### config.mk
export PLATFORM = sky130hd
export DESIGN_NAME = round_arbiter_ctrl
export DESIGN_NICKNAME = d
export VERILOG_FILES = /design/src/rtl/round_arbiter_ctrl.sv
export SDC_FILE = /design/constraint.sdc
export NUM_CORES = 1
export LEC_CHECK = 0
export ABC_AREA = 1
export CAP_MARGIN = 5
export CORE_MARGIN = 2
export CORE_UTILIZATION = 30
export DETAILED_ROUTE_END_ITERATION = 7
export PLACE_DENSITY_LB_ADDON = 0.15
export REMOVE_ABC_BUFFERS = 1
export SYNTH_ARGS = -nofsm -noshare
export SYNTH_HDL_FRONTEND = slang
export SYNTH_SLANG_ARGS = --single-unit
### constraint.sdc
create_clock -name clk -period 2.81 [get_ports clk]
set_input_delay 0.562 -clock clk [delete_from_list [all_inputs] [get_ports clk]]
set_output_delay 0.562 -clock clk [all_outputs]
set_load 0.02 [all_outputs]
### src/rtl/round_arbiter_ctrl.sv
// round_arbiter_ctrl
// Shares one combinational round-to-nearest-even unit between NUM_REQ
// upstream result paths. A round-robin arbiter picks one request per cycle
// into the operand register (S1), which drives the shared rounder directly.
// The rounder output is captured into the result register (S2) together with
// the requester ID and returned on a single valid/ready port.
//
// Ports:
//   clk, rst_n             clock (rising edge), async active-low reset
//   req_valid/req_ready    per-requester handshake (req_ready one-hot or zero)
//   req_exponent/mantissa/rounding_bits   packed operands, requester i at [i*W +: W]
//   rnd_*                  operand to / result from the shared rounder
//   res_valid/res_ready    result handshake; res_id names the originating requester
//   res_exponent/mantissa/overflow        rounded result
//   busy                   either pipeline stage holds an operation
//   stat_ops/stat_ovf      saturating handshake / overflow counters
//                          (present only when ROUND_ARB_STATS_EN is defined)
module round_arbiter_ctrl #(
    parameter int NUM_REQ        = 4,
    parameter int EXPONENT_WIDTH = 8,
    parameter int MANTISSA_WIDTH = 23,
    parameter int ROUNDING_BITS  = 3,
    localparam int ID_W = (NUM_REQ > 1) ? $clog2(NUM_REQ) : 1
) (
    input  logic                                clk,
    input  logic                                rst_n,
    input  logic [NUM_REQ-1:0]                  req_valid,
    output logic [NUM_REQ-1:0]                  req_ready,
    input  logic [NUM_REQ*EXPONENT_WIDTH-1:0]   req_exponent,
    input  logic [NUM_REQ*MANTISSA_WIDTH-1:0]   req_mantissa,
    input  logic [NUM_REQ*ROUNDING_BITS-1:0]    req_rounding_bits,
    output logic [EXPONENT_WIDTH-1:0]           rnd_exponent,
    output logic [MANTISSA_WIDTH-1:0]           rnd_mantissa,
    output logic [ROUNDING_BITS-1:0]            rnd_rounding_bits,
    input  logic [EXPONENT_WIDTH-1:0]           rnd_rounded_exponent,
    input  logic [MANTISSA_WIDTH-1:0]           rnd_rounded_mantissa,
    input  logic                                rnd_overflow,
    output logic                                res_valid,
    input  logic                                res_ready,
    output logic [ID_W-1:0]                     res_id,
    output logic [EXPONENT_WIDTH-1:0]           res_exponent,
    output logic [MANTISSA_WIDTH-1:0]           res_mantissa,
    output logic                                res_overflow,
    output logic                                busy
`ifdef ROUND_ARB_STATS_EN
    ,
    output logic [31:0]                         stat_ops,
    output logic [31:0]                         stat_ovf
`endif
);
    localparam int EW = EXPONENT_WIDTH;
    localparam int MW = MANTISSA_WIDTH;
    localparam int RB = ROUNDING_BITS;

    logic            s1_v, s2_v;
    logic [ID_W-1:0] s1_id, s2_id;
    logic [EW-1:0]   s1_exp, s2_exp;
    logic [MW-1:0]   s1_mant, s2_mant;
    logic [RB-1:0]   s1_rb;
    logic            s2_ovf;
    logic [ID_W-1:0] rr_ptr, grant;
    logic            any_req, s1_load, s2_adv, accept;
    int              idx;

    assign s2_adv  = s1_v & (~s2_v | res_ready);
    assign s1_load = ~s1_v | s2_adv;
    assign accept  = any_req & s1_load;

    // Scan downward so the requester closest to rr_ptr is the last to
    // assign grant, i.e. it wins.
    always_comb begin
        grant   = rr_ptr;
        any_req = 1'b0;
        idx     = 0;
        for (int k = NUM_REQ - 1; k >= 0; k--) begin
            idx = int'(rr_ptr) + k;
            if (idx >= NUM_REQ) idx = idx - NUM_REQ;
            if (req_valid[idx]) begin
                grant   = ID_W'(idx);
                any_req = 1'b1;
            end
        end
    end

    always_comb begin
        req_ready = '0;
        if (accept) req_ready[grant] = 1'b1;
    end

    always_ff @(posedge clk or negedge rst_n) begin
        if (!rst_n) begin
            rr_ptr <= '0;
        end else if (accept) begin
            rr_ptr <= (int'(grant) == NUM_REQ - 1) ? '0 : grant + ID_W'(1);
        end
    end

    // S1: operand register feeding the shared rounder.
    always_ff @(posedge clk or negedge rst_n) begin
        if (!rst_n) begin
            s1_v    <= 1'b0;
            s1_id   <= '0;
            s1_exp  <= '0;
            s1_mant <= '0;
            s1_rb   <= '0;
        end else if (s1_load) begin
            s1_v <= any_req;
            if (any_req) begin
                s1_id   <= grant;
                s1_exp  <= req_exponent[int'(grant)*EW +: EW];
                s1_mant <= req_mantissa[int'(grant)*MW +: MW];
                s1_rb   <= req_rounding_bits[int'(grant)*RB +: RB];
            end
        end
    end

    // S2: result register; refills in the same cycle it drains.
    always_ff @(posedge clk or negedge rst_n) begin
        if (!rst_n) begin
            s2_v    <= 1'b0;
            s2_id   <= '0;
            s2_exp  <= '0;
            s2_mant <= '0;
            s2_ovf  <= 1'b0;
        end else if (s2_adv) begin
            s2_v    <= 1'b1;
            s2_id   <= s1_id;
            s2_exp  <= rnd_rounded_exponent;
            s2_mant <= rnd_rounded_mantissa;
            s2_ovf  <= rnd_overflow;
        end else if (res_ready) begin
            s2_v <= 1'b0;
        end
    end

    assign rnd_exponent      = s1_exp;
    assign rnd_mantissa      = s1_mant;
    assign rnd_rounding_bits = s1_rb;

    assign res_valid    = s2_v;
    assign res_id       = s2_id;
    assign res_exponent = s2_exp;
    assign res_mantissa = s2_mant;
    assign res_overflow = s2_ovf;
    assign busy         = s1_v | s2_v;

`ifdef ROUND_ARB_STATS_EN
    always_ff @(posedge clk or negedge rst_n) begin
        if (!rst_n) begin
            stat_ops <= '0;
            stat_ovf <= '0;
        end else if (s2_v && res_ready) begin
            if (stat_ops != '1) stat_ops <= stat_ops + 32'd1;
            if (s2_ovf && stat_ovf != '1) stat_ovf <= stat_ovf + 32'd1;
        end
    end
`else
    // Statistics counters are not built.
`endif

endmodule

[Yosys cells after proc, flatten, opt, wreduce, memory -nomap -nowiden]
Cells that the tools add are included.
Word-level totals
  word-level logic and storage cells: 75
  flip-flop bits (word level): 74
  output and inout bits: 74
  bits of input ports: 175
Cells by class
  bitwise logic cells: 7
  mux-type cells: 30
  $mul: 2
  equality and inequality tests: 1
  add/sub/neg operators: 8
  shifts and indexed selects: 3
  $lt $le $gt $ge: 10
  reductions and logical operators: 3
Operators by type and width (number)
  < comparator 32 x 4 -> 1 bit, second input constant: 4
  2-to-1 mux 32 bit: 4
  variable part select 92 x 8 -> 23 bit: 1
  variable part select 32 x 6 -> 8 bit: 1
  2-to-1 mux 1 bit: 15
  variable part select 12 x 5 -> 3 bit: 1
  subtractor 3 x 3 -> 4 bit, second input constant: 3
  2-to-1 mux 2 bit: 5
  greater-or-equal comparator 3 bit, second input constant: 3
  binary-select mux 1 bit (select 2 bit): 4
  multiplier 2 x 5 -> 7 bit, second input constant: 1
  adder 2 x 2 -> 3 bit, second input constant: 2
  multiplier 2 x 2 -> 4 bit, second input constant: 1
  2-to-1 mux 4 bit: 1
  subtractor 2 x 3 -> 4 bit, second input constant: 1
  adder 2 x 1 -> 3 bit, second input constant: 1
  greater-or-equal comparator 2 x 3 -> 1 bit, second input constant: 1
  < comparator 2 x 3 -> 1 bit, second input constant: 1
  OR 1 bit: 3
  adder 2 x 1 -> 2 bit, second input constant: 1
  AND 1 bit: 2
  demux 1 bit (select 2 bit): 1
  == test 2 x 1 -> 1 bit, second input constant: 1
  greater-or-equal comparator 2 x 1 -> 1 bit, second input constant: 1
  4 further kinds: 5

[Longest topological paths before layout]
Gate-level depths: netlist of run 1.
  depth in word-level cells: 15
  gate-level depth with buffers: 16
  mapped depth without buffers: 14

[Least setup slack after synthesis of run 1]
OpenSTA, ideal clock, no wires.
  path type: in2out
  start point: input port req_valid[3]
  end point: output port req_ready[3]
  buffers on the path: 2
  path slack: 366 ps
  required time: 2248 ps
  cell stages on the path: 11
  data arrival time: 1882 ps
  path through: inv_1 -> o21ai_1 -> nand2_1 -> nand2_1 -> nor2_1 -> o21ai_2 -> buf_4 -> buf_2 -> ha_1 -> inv_1 -> nor2_1
Between the ends
  longest elaborated chain between the ends: 12
  elaborated cells on any way between the ends: 27
  those cells by class: 2 x order compare; 23 x mux; 1 x bitwise; 1 x reduce/logical
Ends and longest elaborated chain
  start: declaration: line 27  | input logic [NUM_REQ-1:0] req_valid,
  binary-select mux 1 bit (select 2 bit): line 78  | if (req_valid[idx]) begin
  2-to-1 mux 1 bit (implied by the code) (2 in a row): line 78
  2-to-1 mux 2 bit (4 in a row): line 78
  < comparator 2 x 3 -> 1 bit (implied by the code) or greater-or-equal comparator 2 x 1 -> 1 bit (tied branches): line 87  | if (accept) req_ready[grant] = 1'b1;
  logical AND 1 bit (implied by the code): line 87
  2-to-1 mux 1 bit (implied by the code): line 87
  demux 1 bit (select 2 bit): line 87
  2-to-1 mux 4 bit (*): line 87
  end: declaration: line 28  | output logic [NUM_REQ-1:0] req_ready,
Mark *: on every way between the ends. The rest lies on a longest branch, timed or not. The select of a mux whose other input is x is not followed.

[Final worst setup path of run 1]
  start point: input port req_valid[3]
  end point: output port req_ready[2]
Same word-level chain as after synthesis.

==> results.yml, run 1 <==
placement:
  io_buffers: 248
  dp_hpwl_um: 10400
  gp_routability_congestion: 0.841
  place_ws_ns: -0.458
timing:
  hold_ws_ns: 0.353
  period_needed_ns: 2.75
  hold_violations: 0
  finalClockSkew_ns: 0.00668
  setup_viol: 0
  setup_ws_ns: 0.0616
  tightest_slew_ns: 0.929
  maxSlewViolCount: 0
  relSlewSlack_pct: 38.1
  max_freq_mhz: 364
  fin_crit_sh_pct: 97.8
  fin_tns_setup_ns: 0
drt:
  drc: 0
  route.vias.total: 4532
  drt_pre_antenna_iters: 6
  routed_wl_um: 14100
  drt_first_iter_violations: 214
  vias_per_cell: 4.72
  wl_per_cell_um: 14.7
  antenna_left: 0
run:
  cap_violations: 0
floorplanning:
  dieHeight_um: 123
  io_pins: 249
  row_count: 43
  core-area_um2: 13900
  start_util_pct: 30.7
  die_w_um: 123
  dieArea_um2: 15200
logic_synthesis:
  syn_area_um2: 4260
  synth-xor-area-share_pct: 0
  synth_mux_area_share_pct: 8.45
  synth_cell_types: 24
  synth_compound_area_share_pct: 1.47
  syn_area_per_cell_um2: 8.00
  syn_inst: 533
  synth-adder-area-share_pct: 0.293
  synth-simple-area-share_pct: 38.7
  synth_top_family_by_area: "simple AND/OR/NAND/NOR gates"
  synth_ff_type: "dfrtp_1"
  ys_ff_latch: 74
  seq_area_frac_synth_pct: 43.4
  synth_edf_count: 0
  synthArstFlopShare_pct: 100
  synth_warnings: 0
worst_setup_path:
  critPathMaxFanout: 4
  r2r_end: "rnd_mantissa[13]"
  cp-start-kind: "primary input"
  reg2regPathDepth: 14
  critical_path_required_ns: 2.25
  critPathKind: "primary input to output port"
  r2r-start: "rr_ptr[1]"
  arrival_ns: 2.19
  rrSetupSlack_ns: 0.40
  endpoint_kind: "output port"
clock_tree:
  cts_made_buffers: 9
  cts-root-buf: "clkbuf_16"
  hold_buffers: 0
  cts_tree: "done"
  clk_pin_slew_ns: 0.06
  cts_sinks: 74
  clockBufferDepth: 2
  h-tree-depth: 3
  clk_latency_ns: 0.33
global_route:
  antenna_found_initial: 0
  grt_pass1_wl_um: 21600
  grt_max_degree: 75
  grt_pass1_vias: 4311
  grt.total_usage_pct: 18.2
  grt-ovfl-total: 0
power_and_ir_drop:
  leakagePower_nw: 3.28
  cellPowerDensity_nw_per_um2: 1360
  vdd_drop_max_mv: 0.953
  power.total_mw: 9.95
layout:
  final_util_pct: 52.6
  n_antenna_cell: 0
  drive_gt1_share_pct: 14.9
  syn2layout_area_growth_pct: 71.2
  nets: 951
status:
  status: "complete, no violations"
hold_path:
  min_path_type: "primary input to asynchronous set/reset pin"
[through the flow]
stage	cell area (µm²)	instances
finish	7300	960
global route	7300	960
CTS	7210	958
detailed placement	6900	942
global placement	6900	942
floorplan	4010	493
[how the worst max path moves through the flow]
stage	from	to	slack [ns]	depth (start not counted)
floorplan	req_valid[3]	req_ready[3]	-0.43	12
global placement	req_valid[1]	req_ready[3]	-0.36	15
detailed placement	req_valid[1]	req_ready[3]	-0.46	15
CTS	req_valid[1]	req_ready[3]	0.01	15
global route	req_valid[3]	req_ready[3]	-0.004	15
finish	req_valid[3]	req_ready[2]	0.06	12
[cell usage after synthesis (2+ instances only)]
master,count,area (µm²)
a21oi_1,2,10.0
inv_2,4,15.0
dfrtp_1,74,1850
nand3_1,166,831
buf_2,25,125
nor2_1,6,22.5
o21ai_2,2,17.5
inv_1,13,48.8
buf_4,6,45.0
nand2_4,2,22.5
buf_6,5,56.3
nand2_2,3,18.8
nand2_1,167,627
o21ai_0,6,30.0
clkbuf_1,3,11.3
nand3_2,10,100
mux2_2,32,360
[layout make-up]
| class | instances | area [µm²] |
|---|---|---|
| clock inverters | 6 | 90.1 |
| repair buffers | 271 | 2660 |
| multi-input cells | 401 | 2170 |
| clock buffers | 10 | 229 |
| flip-flops and latches | 74 | 1850 |
| well taps | 180 | 225 |
| fillers | 1279 | 6580 |
| inverters | 18 | 72.6 |
[report_power, final]
part / total, mW / leakage [nW] / internal [mW] / switching [mW]
Combinational: 6.77 / 2.25 / 2.82 / 3.96
Clock: 1.22 / 0.153 / 0.780 / 0.436
Sequential: 1.96 / 0.871 / 1.65 / 0.311
[placed cells by master (no fill, tap or decap), types with 7 or more instances in the layout]
cell type        instances
dfrtp_1                 73
nand2_2                  7
nand3_2                 10
buf_4                   25
nand3_1                164
clkdlybuf4s50_1        240
nand2_1                160
mux2_2                  32
clkbuf_16                9
inv_1                   11
[timing repair]
item,in CTS,in global routing
resized for setup,18,24
setup endpoints to repair,4,4
pin swaps,0,8
cloned,0,0
setup buffers,0,2
[metal layers]
metal / vias up / wire [µm] / global-route usage [%] / share of wire (%)
met5: - / 0 / 0 / 0
li1: 2266 / - / - / -
met2: 203 / 6650 / 29.9 / 47
met1: 2047 / 5850 / 22.7 / 42
met4: 0 / 227 / 6.39 / 1.6
met3: 16 / 1340 / 5.40 / 9.6
[state kept, by name (all words and copies together) (netlist names)]
register and count:
res_mantissa 23, s1_id 2, rr_ptr 2, rnd_exponent 8
s1_v 1, res_overflow 1, res_valid 1, rnd_mantissa 23
res_exponent 8, rnd_rounding_bits 3, res_id 2
[worst max-delay path, stage by stage]
cell and delay, ns:
clkdlybuf4s50_1 0.47, inv_2 0.05, nand2_2 0.09, nand3_1 0.10, nand2_1 0.08, inv_1 0.10
nand3_1 0.16, o21ai_4 0.10, nor2_2 0.14, inv_2 0.07, nor2_1 0.08, buf_2 0.17
[cells by family after synthesis]
kind of cell / count (synthesis)
AND/OR/NAND/NOR: 357
AO/OA/AOI/OAI: 11
multiplexers: 32
adder cells (fa/ha/maj): 1
buffers and inverters: 58
flip-flops: 74
(Power assumes the default switching activity.)
==> run 2, diff against run 1 <==
--- a/config.mk
+++ b/config.mk
@@ -5,11 +5,10 @@
 export SDC_FILE = /design/constraint.sdc
 export NUM_CORES = 1
 export LEC_CHECK = 0
-export ABC_AREA = 1
 export CAP_MARGIN = 5
-export CORE_MARGIN = 2
 export CORE_UTILIZATION = 30
 export DETAILED_ROUTE_END_ITERATION = 7
+export HOLD_SLACK_MARGIN = 0.08
 export PLACE_DENSITY_LB_ADDON = 0.15
 export REMOVE_ABC_BUFFERS = 1
 export SYNTH_ARGS = -nofsm -noshare
==> results.yml, run 2 <==
logic_synthesis:
  synth.most_common_cell: "dfrtp_1"
  synthTopCellsByArea: "dfrtp_1, a211oi_1, mux2_2"
  yosys-top-cells-count: "dfrtp_1, a211oi_1, inv_1"
  synth_edf_count: 0
  synth_warnings: 0
  synth_ff_type: "dfrtp_1"
  seq_area_frac_synth_pct: 45.5
  syn_inst: 384
  syn_area_per_cell_um2: 10.6
  synthArstFlopShare_pct: 100
  syn_area_um2: 4070
  synth_top_area_share_pct: 45.5
  ys_ff_latch: 74
  synth_cell_types: 32
  synth_top_area_cell: "dfrtp_1"
clock_tree:
  clk_pin_slew_ns: 0.06
  clk_latency_ns: 0.33
  cts-root-buf: "clkbuf_16"
  h-tree-depth: 3
  cts_sinks: 74
  clockBufferDepth: 2
  cts_tree: "done"
  hold_buffers: 0
  cts_setup_buffers: 0
  cts_made_buffers: 9
power_and_ir_drop:
  vdd_drop_max_mv: 0.331
  power.total_mw: 5.51
  p_sw_mw: 1.92
  seqPwrFrac_pct: 28.6
  comb_power_share_pct: 45.5
  leakagePower_nw: 2.90
  p_clk_share_pct: 25.9
  cellPowerDensity_nw_per_um2: 771
  power_switching_share_pct: 34.9
  internal-power_mw: 3.59
worst_setup_path:
  reg2regPathDepth: 5
  cp-start-kind: "primary input"
  critical_path_required_ns: 2.25
  critPathMaxFanout: 3
  r2r_end: "rnd_exponent[3]"
  rrSetupSlack_ns: 0.62
  endpoint: "req_ready[1]"
  r2r-start: "rr_ptr[1]"
  critPathKind: "primary input to output port"
  crit_start: "req_valid[0]"
  arrival_ns: 2.22
  endpoint_kind: "output port"
layout:
  nets: 804
  syn2layout_area_growth_pct: 75.6
  drive_gt1_share_pct: 13.3
  post-route-cell-area_um2: 7150
  final_cell_mix: "clkdlybuf4s50_1, dfrtp_1, a211oi_1"
  n_antenna_cell: 0
  layout_commonest_cell: "clkdlybuf4s50_1"
floorplanning:
  io_pins: 249
  die_w_um: 118
  core-area_um2: 13200
  dieHeight_um: 118
  dieArea_um2: 14000
  start_util_pct: 30.7
  row_count: 42
global_route:
  grt-ovfl-total: 0
  grt_pass1_vias: 4161
  grt_pass1_wl_um: 21600
  antenna_found_initial: 0
  grt.total_usage_pct: 19.5
  grt_max_degree: 75
drt:
  routed_wl_um: 13600
  drt_first_iter_violations: 162
  route.vias.total: 4003
  antenna_left: 0
  vias_per_cell: 4.95
  drt_pre_antenna_iters: 4
  drc: 0
  wl_per_cell_um: 16.8
status:
  status: "complete, no violations"
timing:
  fin_crit_sh_pct: 98.9
  relSlewSlack_pct: 30.4
  finalClockSkew_ns: 0.00644
  max_freq_mhz: 360
  setup_ws_ns: 0.0304
  rsz0062_at_grt: "no"
  period_needed_ns: 2.78
  hold_violations: 0
  maxSlewViolCount: 0
  tightest_slew_ns: 1.04
  setup_viol: 0
placement:
  place_ws_ns: -0.400
  place_area_um2: 6770
  gp_routability_congestion: 0.828
  dp_hpwl_um: 9540
  io_buffers: 248
run:
  cap_violations: 0
hold_path:
  min_path_type: "primary input to asynchronous set/reset pin"
[run 2: cell types whose count changed after synthesis, moves of 4 or more]
cell,before,now
buf_4,6,1
nand3_2,10,0
a211oi_1,0,68
o21ai_0,6,2
clkbuf_1,3,19
inv_1,13,38
inv_2,4,0
nand2_1,167,5
buf_2,25,6
mux2i_1,0,34
nand3_1,166,1
a2111oi_0,0,34
nor2_1,6,36
[run 2: final cells by class]
cell class,instances,area (µm²)
repair buffers,266,2620
multi-input cells,239,1940
inverters,38,143
clock buffers,10,239
flip-flops and latches,74,1850
clock inverters,6,138
well taps,176,220
fillers,1204,6090
[run 2: layer usage]
| layer | up-vias | wire length [µm] | GRT usage (%) |
|---|---|---|---|
| met3 | 20 | 1250 | 6.03 |
| met5 | - | 0 | 0 |
| met1 | 1867 | 5690 | 23.0 |
| li1 | 1916 | - | - |
| met4 | 0 | 284 | 7.52 |
| met2 | 200 | 6370 | 33.2 |
[run 2: kinds of logic after synthesis]
logic type,after synthesis,synth area share [%]
compound gates,112,21.6
flops,74,45.5
buf+inv,71,8.11
mux,69,18.0
simple gates,57,6.45
fa+ha+maj,1,0.307
[run 2: what timing repair did]
item                                    4_1_cts  5_1_grt
endpoints found under the setup margin        4        2
pin swaps                                     1        0
resized for setup                            17        2
[run 2: metrics by stage]
step / TNS [ns] / utilization, % / hold WS, ns / cells
2_1_floorplan: -51.37 / - / 0.266 / 351
3_3_place_gp: -4.09 / 51.2 / 0.461 / 793
3_5_place_dp: -5.97 / 51.2 / 0.469 / 793
4_1_cts: 0 / 53.9 / 0.429 / 809
5_1_grt: 0 / 54.0 / 0.481 / 809
6_report: 0 / 54.0 / 0.366 / 809
[run 2: how the worst min path moves through the flow]
stage / from / end / slack (ns) / cells past startpoint
6_report: rst_n / res_exponent[5] / 0.37 / 1
5_1_grt: rst_n / res_exponent[5] / 0.48 / 1
4_1_cts: rst_n / res_exponent[5] / 0.43 / 1
3_5_place_dp: s1_id[1] / s1_id[1] / 0.47 / 1
3_3_place_gp: s1_id[0] / s1_id[0] / 0.46 / 2
2_1_floorplan: rst_n / res_exponent[0] / 0.27 / 0
[run 2: power by group through the flow]
stage                     sequential, mW  combinational (mW)  clock, mW
after floorplan                     1.94               0.883          0
after global placement              1.57                2.52          0
after detailed placement            1.59                2.53          0
after CTS                           1.58                2.53       1.47
after global routing                1.62                2.67       1.51
final                               1.57                2.51       1.43
[run 2: critical path, stage by stage]
cell and delay (ns):
clkdlybuf4s50_1 0.47, nor3b_2 0.22, o22ai_2 0.12, a211o_4 0.36, nor3_1 0.20, clkdlybuf4s15_2 0.29
==> run 3, diff against run 2 <==
--- a/config.mk
+++ b/config.mk
@@ -11,6 +11,7 @@
 export HOLD_SLACK_MARGIN = 0.08
 export PLACE_DENSITY_LB_ADDON = 0.15
 export REMOVE_ABC_BUFFERS = 1
+export SKIP_CTS_REPAIR_TIMING = 1
 export SYNTH_ARGS = -nofsm -noshare
 export SYNTH_HDL_FRONTEND = slang
 export SYNTH_SLANG_ARGS = --single-unit
==> results.yml, run 3 (synthesis results as in run 2) <==
timing:
  maxSlewViolCount: 0
  period_needed_ns: 2.75
  fin_crit_sh_pct: 98.0
  hold_ws_ns: 0.366
  tightest_slew_ns: 1.06
  rsz0062_at_grt: "no"
  max_freq_mhz: 363
  setup_viol: 0
  fin_tns_setup_ns: 0
  hold_violations: 0
  relSlewSlack_pct: 29.3
  finalClockSkew_ns: 0.00622
global_route:
  grt_max_degree: 75
  grt_pass1_wl_um: 21500
  antenna_found_initial: 0
  grt-ovfl-total: 0
  grt.total_usage_pct: 19.5
  grt_pass1_vias: 4154
worst_setup_path:
  r2r_end: "rnd_exponent[3]"
  endpoint_kind: "output port"
  cp-start-kind: "primary input"
  arrival_ns: 2.19
  critPathKind: "primary input to output port"
  crit_start: "req_valid[0]"
  critPathMaxFanout: 3
  rrSetupSlack_ns: 0.61
  reg2regPathDepth: 5
  critical_path_required_ns: 2.25
  r2r-start: "rr_ptr[1]"
floorplanning:
  io_pins: 249
  die_w_um: 118
  dieHeight_um: 118
  core-area_um2: 13200
  start_util_pct: 30.7
  row_count: 42
  dieArea_um2: 14000
clock_tree:
  h-tree-depth: 3
  cts-root-buf: "clkbuf_16"
  clk_latency_ns: 0.33
  clockBufferDepth: 2
  cts_tree: "done"
  cts_sinks: 74
  clk_pin_slew_ns: 0.06
  cts_made_buffers: 9
status:
  status: "complete, no violations"
drt:
  drt_pre_antenna_iters: 4
  drc: 0
  vias_per_cell: 4.96
  route.vias.total: 4014
  antenna_left: 0
  wl_per_cell_um: 16.8
  drt_first_iter_violations: 176
  routed_wl_um: 13600
layout:
  post-route-cell-area_um2: 7160
  n_antenna_cell: 0
  final_cell_mix: "clkdlybuf4s50_1, dfrtp_1, a211oi_1"
  seqCellArea_um2: 1850
  drive_gt1_share_pct: 13.0
  fillers: 1203
  nets: 804
  layout_commonest_cell: "clkdlybuf4s50_1"
  multi_input_area_um2: 1940
  syn2layout_area_growth_pct: 75.8
hold_path:
  min_path_type: "primary input to asynchronous set/reset pin"
placement:
  dp_hpwl_um: 9540
  place_area_um2: 6770
  io_buffers: 248
  gp_routability_congestion: 0.828
run:
  cap_violations: 0
power_and_ir_drop:
  vdd_drop_max_mv: 0.331
  leakagePower_nw: 2.93
  cellPowerDensity_nw_per_um2: 770
==> run 3: changes by cell type in the layout (fill, tap and decap cells not counted), sizes merged <==
cell           previous run  this run
buf                      22        20
dlymetal6s2s              1         3
clkbuf                   10        11
clkdlybuf4s15             1         0
==> run 3: how the worst max path moves through the flow <==
stage	to	slack [ns]	cells after the start
after global placement	req_ready[3]	-0.37	8
after floorplan	req_ready[0]	-1.67	4
after CTS	req_ready[3]	-0.41	8
final	req_ready[3]	0.06	8
after global routing	req_ready[3]	0.02	8
after detailed placement	req_ready[3]	-0.40	8
==> run 3: per-layer routing <==
metal	track usage, %	vias to the layer above	share of wire [%]
met5	0	-	0
met4	7.36	0	2.0
met3	5.98	21	9.2
met2	33.2	200	47
met1	23.0	1875	42
li1	-	1918	-
==> run 3: where the power goes <==
group	internal (mW)	switching (mW)	total, mW
clock	0.984	0.445	1.43
combinational	1.22	1.29	2.51
sequential	1.38	0.189	1.57
total	3.59	1.92	5.51
==> run 3: worst max-delay path, cell delays in order <==
cell and delay (ns):
clkdlybuf4s50_1 0.47, nor3b_2 0.22, o22ai_2 0.12, a211o_4 0.36, inv_1 0.08, ha_1 0.14
and2_1 0.11, buf_4 0.13
==> run 3: metrics by stage <==
step	utilization, %	power (mW)	worst slack (ns)	cells
final	54.0	5.51	0.0573	809
after floorplan	-	2.82	-1.67	351
after CTS	54.0	5.58	-0.409	809
after global routing	54.0	5.80	0.0193	809
after global placement	51.2	4.09	-0.370	793
after detailed placement	51.2	4.12	-0.400	793
==> run 3: cell type report <==
class,count,area share (%)
multi-input combinational,239,27.1
clock buffer,10,3.34
inverter,38,1.99
sequential,74,25.9
tap,176,3.08
clock inverter,6,1.92
timing repair buffer,266,36.7
